==> config.mk <==
export PLATFORM = sky130hd
export DESIGN_NAME = m68k_bus_monitor
export DESIGN_NICKNAME = d
export VERILOG_FILES = /design/src/rtl/m68k_bus_monitor.sv
export SDC_FILE = /design/constraint.sdc
export NUM_CORES = 1
export LEC_CHECK = 0
export CORE_MARGIN = 2
export CORE_UTILIZATION = 53
export CTS_BUF_LIST = sky130_fd_sc_hd__clkbuf_8 sky130_fd_sc_hd__clkbuf_16
export DETAILED_ROUTE_END_ITERATION = 7
export PLACE_DENSITY = 0.82
export SLEW_MARGIN = 25
export SYNTH_ARGS = -nofsm -noshare
export SYNTH_HDL_FRONTEND = slang
export SYNTH_SLANG_ARGS = --single-unit
==> constraint.sdc <==
create_clock -name clk40 -period 7.45 [get_ports clk40]
set_input_delay 1.49 -clock clk40 [delete_from_list [all_inputs] [get_ports clk40]]
set_output_delay 1.49 -clock clk40 [all_outputs]
set_load 0.02 [all_outputs]
==> src/rtl/m68k_bus_monitor.sv <==
// 68010 bus-cycle monitor: synchronises the bus strobes, captures one record per
// acknowledged cycle into a valid/ready FIFO. Watchdog built with M68K_BUS_WATCHDOG_EN.
module m68k_bus_monitor #(
  parameter int FIFO_DEPTH     = 8,
  parameter int TIMEOUT_CYCLES = 1024
) (
  input  logic        clk40,
  input  logic        reset,
  input  logic        P_AS_n,
  input  logic        P_UDS_n,
  input  logic        P_LDS_n,
  input  logic        P_RW_n,
  input  logic        P_DTACK_n,
  input  logic        P_BERR_n,
  input  logic [2:0]  P_FC,
  input  logic [23:1] P_A,
  input  logic [15:0] P_D,
  output logic        berr_drive,
  output logic        rec_valid,
  output logic [45:0] rec_data,
  input  logic        rec_ready,
  output logic [7:0]  overflow_cnt
);
  localparam int AW = (FIFO_DEPTH > 1) ? $clog2(FIFO_DEPTH) : 1;
  localparam logic [AW:0] PTR_ONE   = (AW+1)'(1);
  localparam logic [AW:0] PTR_DEPTH = (AW+1)'(FIFO_DEPTH);

  typedef enum logic [1:0] {
    IDLE     = 2'd0,
    ACTIVE   = 2'd1,
    CAPTURE  = 2'd2,
    WAIT_END = 2'd3
  } state_t;

  state_t      state_r;
  logic [4:0]  sync1_r;
  logic [4:0]  sync2_r;
  logic        as_s;
  logic        uds_s;
  logic        lds_s;
  logic        dtack_s;
  logic        berr_s;
  logic        err_r;
  logic        wd_fire_s;
  logic [45:0] rec_s;
  logic [AW:0] wr_ptr_r;
  logic [AW:0] rd_ptr_r;
  logic [AW:0] count_s;
  logic        full_s;
  logic        push_s;
  logic        pop_s;
  logic        accept_s;
  logic [45:0] mem_r [FIFO_DEPTH];

  assign {as_s, uds_s, lds_s, dtack_s, berr_s} = sync2_r;

  // Two-flop synchronisers for the asynchronous strobes, idle-high out of reset.
  always_ff @(posedge clk40 or posedge reset) begin
    if (reset) begin
      sync1_r <= 5'b11111;
      sync2_r <= 5'b11111;
    end else begin
      sync1_r <= {P_AS_n, P_UDS_n, P_LDS_n, P_DTACK_n, P_BERR_n};
      sync2_r <= sync1_r;
    end
  end

`ifdef M68K_BUS_WATCHDOG_EN
  logic [15:0] wd_cnt_r;

  // Fires on the clock the count reaches TIMEOUT_CYCLES-1, only while no ack or abort is pending.
  assign wd_fire_s = (state_r == ACTIVE) && dtack_s && berr_s && !as_s &&
                     (wd_cnt_r == 16'(TIMEOUT_CYCLES - 2));

  // Watchdog counter: cleared outside ACTIVE, counts each clock in ACTIVE.
  always_ff @(posedge clk40 or posedge reset) begin
    if (reset) begin
      wd_cnt_r <= 16'd0;
    end else if (state_r == ACTIVE) begin
      wd_cnt_r <= wd_cnt_r + 16'd1;
    end else begin
      wd_cnt_r <= 16'd0;
    end
  end

  // Bus-error drive: set on timeout, released together with the return to IDLE.
  always_ff @(posedge clk40 or posedge reset) begin
    if (reset) begin
      berr_drive <= 1'b0;
    end else if (wd_fire_s) begin
      berr_drive <= 1'b1;
    end else if ((state_r == WAIT_END) && as_s) begin
      berr_drive <= 1'b0;
    end
  end
`else
  assign wd_fire_s  = 1'b0;
  assign berr_drive = 1'b0;
`endif

  // Bus-cycle tracker; an acknowledge has priority over a simultaneous AS release.
  always_ff @(posedge clk40 or posedge reset) begin
    if (reset) begin
      state_r <= IDLE;
      err_r   <= 1'b0;
    end else begin
      case (state_r)
        IDLE: begin
          if (!as_s) state_r <= ACTIVE;
        end
        ACTIVE: begin
          if (!dtack_s || !berr_s) begin
            state_r <= CAPTURE;
            err_r   <= !berr_s;
          end else if (as_s) begin
            state_r <= IDLE;
          end else if (wd_fire_s) begin
            state_r <= CAPTURE;
            err_r   <= 1'b1;
          end
        end
        CAPTURE: begin
          state_r <= WAIT_END;
        end
        WAIT_END: begin
          if (as_s) state_r <= IDLE;
        end
        default: begin
          state_r <= IDLE;
        end
      endcase
    end
  end

  assign rec_s    = {P_RW_n, P_FC, !uds_s, !lds_s, err_r, P_A, P_D};
  assign count_s  = wr_ptr_r - rd_ptr_r;
  assign full_s   = (count_s == PTR_DEPTH);
  assign push_s   = (state_r == CAPTURE);
  assign pop_s    = rec_valid && rec_ready;
  assign accept_s = push_s && (!full_s || pop_s);

  // FIFO pointers carry one extra bit so a full FIFO is distinct from an empty one.
  always_ff @(posedge clk40 or posedge reset) begin
    if (reset) begin
      wr_ptr_r <= {(AW+1){1'b0}};
      rd_ptr_r <= {(AW+1){1'b0}};
    end else begin
      if (accept_s) wr_ptr_r <= wr_ptr_r + PTR_ONE;
      if (pop_s)    rd_ptr_r <= rd_ptr_r + PTR_ONE;
    end
  end

  // Record storage; contents are meaningless until the pointers say otherwise.
  always_ff @(posedge clk40) begin
    if (accept_s) mem_r[wr_ptr_r[AW-1:0]] <= rec_s;
  end

  // Dropped-record counter, saturating.
  always_ff @(posedge clk40 or posedge reset) begin
    if (reset) begin
      overflow_cnt <= 8'd0;
    end else if (push_s && full_s && !pop_s && (overflow_cnt != 8'hFF)) begin
      overflow_cnt <= overflow_cnt + 8'd1;
    end
  end

  // Head-of-FIFO presentation; data forced to zero while empty.
  always_comb begin
    rec_valid = (count_s != {(AW+1){1'b0}});
    if (rec_valid) begin
      rec_data = mem_r[rd_ptr_r[AW-1:0]];
    end else begin
      rec_data = 46'd0;
    end
  end

endmodule

==> results.py <==
metrics = {
    "global_routing": {
        "antenna_found_initial": 1,
        "first_global_vias": 7984,
        "grtUsageTotal_pct": 20.84,
        "grt_max_degree": 62,
        "grt_overflow": 0,
        "grt_pass1_wl_mm": 47.28,
    },
    "setup_path": {
        "path_class": "flop to primary output",
        "path_buf_inv": 4,
        "cp.arrival_ps": 4090,
        "startpoint_type": "flop",
        "cp.required_ps": 5960,
        "crit_path_end_kind": "primary output",
        "slowest_delay_ps": 760,
        "crit_fanout": 36,
        "crit_chain": "inv_1 > ha_1 > nor2b_1 > or4_1 > a21oi_4 > buf_16 > buf_4 > a21oi_1 > clkdlybuf4s50_1",
        "critPathTopFamily": "buffers and inverters",
        "crit_cells": 9,
        "slowest_stage": "dfrtp_4",
        "r2r_cells": 8,
    },
    "logic_synthesis": {
        "synthesis.nets": 819,
        "async_flop_share_pct": 7.305,
        "synth_top_family_by_area": "multiplexers",
        "synth_commonest_cells": "edfxtp_1, nand2_1, mux4_2",
        "synth_xor_area_share_pct": 1.008,
        "synth-seq-area-share_pct": 77.22,
        "synth_adder_area_share_pct": 0.4917,
        "ys_top_cells_by_area": "edfxtp_1, mux4_2, dfrtp_1, nand2_1, dfstp_2",
        "yosysMostFrequentCell": "edfxtp_1",
        "syn_inst": 762,
        "synthSimpleGateAreaFrac_pct": 3.655,
        "synth_compound_area_share_pct": 2.500,
        "ys.flop_type": "edfxtp_1",
        "yosysWarnings": 0,
        "synth_top_area_cell": "edfxtp_1",
        "synth_edf_count": 368,
        "synth.top_cell.area_share_pct": 72.38,
        "synth_seq_cells": 397,
        "syn_avg_cell_area_um2": 20.04,
        "synth.mux.area_fraction_pct": 13.79,
        "synth_area_um2": 15270,
        "synthDistinctLibCells": 43,
    },
    "final_layout": {
        "fillers": 1922,
        "ff_latch_area_um2": 11800,
        "multiInputGateArea_um2": 3344,
        "final_nets": 947,
        "drive_gt1_share_pct": 21.17,
        "finalInstanceArea_um2": 18210,
        "synthToLayoutAreaGrowth_pct": 19.24,
    },
    "cts": {
        "cts_setup_buffers": 0,
        "clk_pin_slew_ps": 60,
        "tritoncts": "yes",
        "cts_buffer_depth": 3,
        "root_buffer": "clkbuf_16",
        "ctsResizeCount": 0,
        "cts_buffers": 39,
        "clock_latency_ps": 530,
        "h-tree-depth": 2,
        "clock-sinks": 397,
        "postCtsHoldBufs": 0,
    },
    "sta": {
        "fmax_ghz": 0.1792,
        "hold_violations": 0,
        "grt_setup_unrepaired": "no",
        "fin_ws_ps": 1871,
        "setup_viol": 0,
        "fin_skew_ps": 9.283,
        "worstMarginPinSlew_ps": 884.1,
        "finalCritPeriodShare_pct": 74.89,
        "drv_slew": 0,
        "period_needed_ps": 5579,
        "hold_slack_ps": 353.6,
        "slew_headroom_pct": 41.06,
        "fin_setup_tns_ps": 0,
    },
    "drt": {
        "drt-total-wl_mm": 30.66,
        "wl_per_cell_um": 23.48,
        "drtIter0Drc": 729,
        "detail-route-antenna-nets": 0,
        "vias": 7673,
        "firstDrtPassIters": 5,
        "post_drt_via_cell_ratio": 5.875,
        "drc": 0,
    },
    "flow_run": {
        "max_cap_violations": 0,
    },
    "place": {
        "dpl-instance-area_um2": 16880,
        "io_buffer_count": 105,
        "place_hpwl_mm": 16.87,
        "dp_slack_ps": 2118,
        "place_congestion": 0.7319,
    },
    "floorplan": {
        "fp-row-count": 62,
        "die_w_um": 173.7,
        "coreArea_um2": 28550,
        "ioPinCount": 107,
        "die_y_um": 173.7,
        "start_util_pct": 53.48,
        "die_area_um2": 30180,
    },
    "run_status": {
        "run_status": "finished clean",
    },
    "worst_hold_path": {
        "hold_class": "flop to flop",
        "holdPathStages": 0,
    },
    "power_and_ir_drop": {
        "seq_power_share_pct": 38.7,
        "p_leak_nw": 5.955,
        "p_sw_share_pct": 32.57,
        "cellPowerDensity_nw_per_um2": 422.0,
        "p_sw_mw": 2.502,
        "clkPwrFrac_pct": 25.0,
        "power.internal_mw": 5.180,
        "p_total_mw": 7.682,
        "combPwrFrac_pct": 36.2,
        "peakVddDrop_uv": 293.7,
    },
}
per-stage QoR:
step,utilization [%],cells
final,63.77,1306
after global routing,63.76,1305
after CTS,63.57,1303
after detailed placement,59.15,1231
after global placement,59.03,1230
after floorplan,-,762
per-layer routing:
metal  global-route usage [%]  vias to the layer above  wire [um]
li1                         -                     3306          -
met1                    28.15                     3989      11990
met2                    35.24                      327      15880
met3                    3.377                       51       2095
met4                    6.688                        0        695
met5                        0                        -          0
registers in the layout, indices dropped and copies added, names as in the netlist:
name	count
rd_ptr_r	4
state_r	2
err_r	1
sync1_r	5
sync2_r	5
wr_ptr_r	4
mem_r	368
overflow_cnt	8
cell type report:
type / instances / area share (%)
clock buffers: 39 / 5.361
multi-input cells: 314 / 18.37
well taps: 384 / 2.639
flip-flops and latches: 397 / 64.80
repair buffers: 127 / 7.010
inverters: 11 / 0.2268
diodes: 1 / 0.01375
clock inverters: 33 / 1.574
power groups by stage:
stage	Clock (mW)	Combinational, mW	Sequential (mW)
finish	1.92	2.78	2.98
floorplan	0	1.77	2.92
global placement	0	2.73	3.00
global route	2.03	2.99	3.01
CTS	1.96	2.79	2.99
detailed placement	0	2.77	3.03
worst paths after layout:
check / startpoint / to / slack (ps)
setup / recovery: rd_ptr_r[1] / rec_data[39] / 1870
hold / removal: sync1_r[2] / sync2_r[2] / 350
setup reg to reg: rd_ptr_r[1] / mem_r[4][41] / 3660
hold reg to reg: sync1_r[2] / sync2_r[2] / 350
max in group asynchronous: reset / rd_ptr_r[0] / 5760
min in group asynchronous: reset / overflow_cnt[5] / 1360
placed cells by master (no fill, tap or decap), types with 6 or more instances in the layout:
master           instances
ha_1                     6
mux4_2                  92
a21oi_1                 49
dfstp_2                 10
edfxtp_1               368
xor2_1                  10
nand2_1                100
buf_4                   19
clkinv_1                15
clkdlybuf4s50_1        105
inv_1                   14
nand3_1                  6
clkbuf_16               39
dfrtp_1                 16
worst reg2reg max path, cell delays in order (launching register included):
cell and delay, ps:
dfrtp_4 760, inv_1 130, ha_1 250, nand2b_1 180, xnor2_1 150, a41o_1 320
nand2b_1 370, nor2_4 740, buf_4 520
cells by family after synthesis:
family / after synthesis
compound gates: 63
xor+xnor: 16
fa+ha+maj: 6
buf+inv: 51
flops: 397
mux: 95
other cells: 1
simple gates: 133
Note: power is estimated with default switching activity, not from simulation.
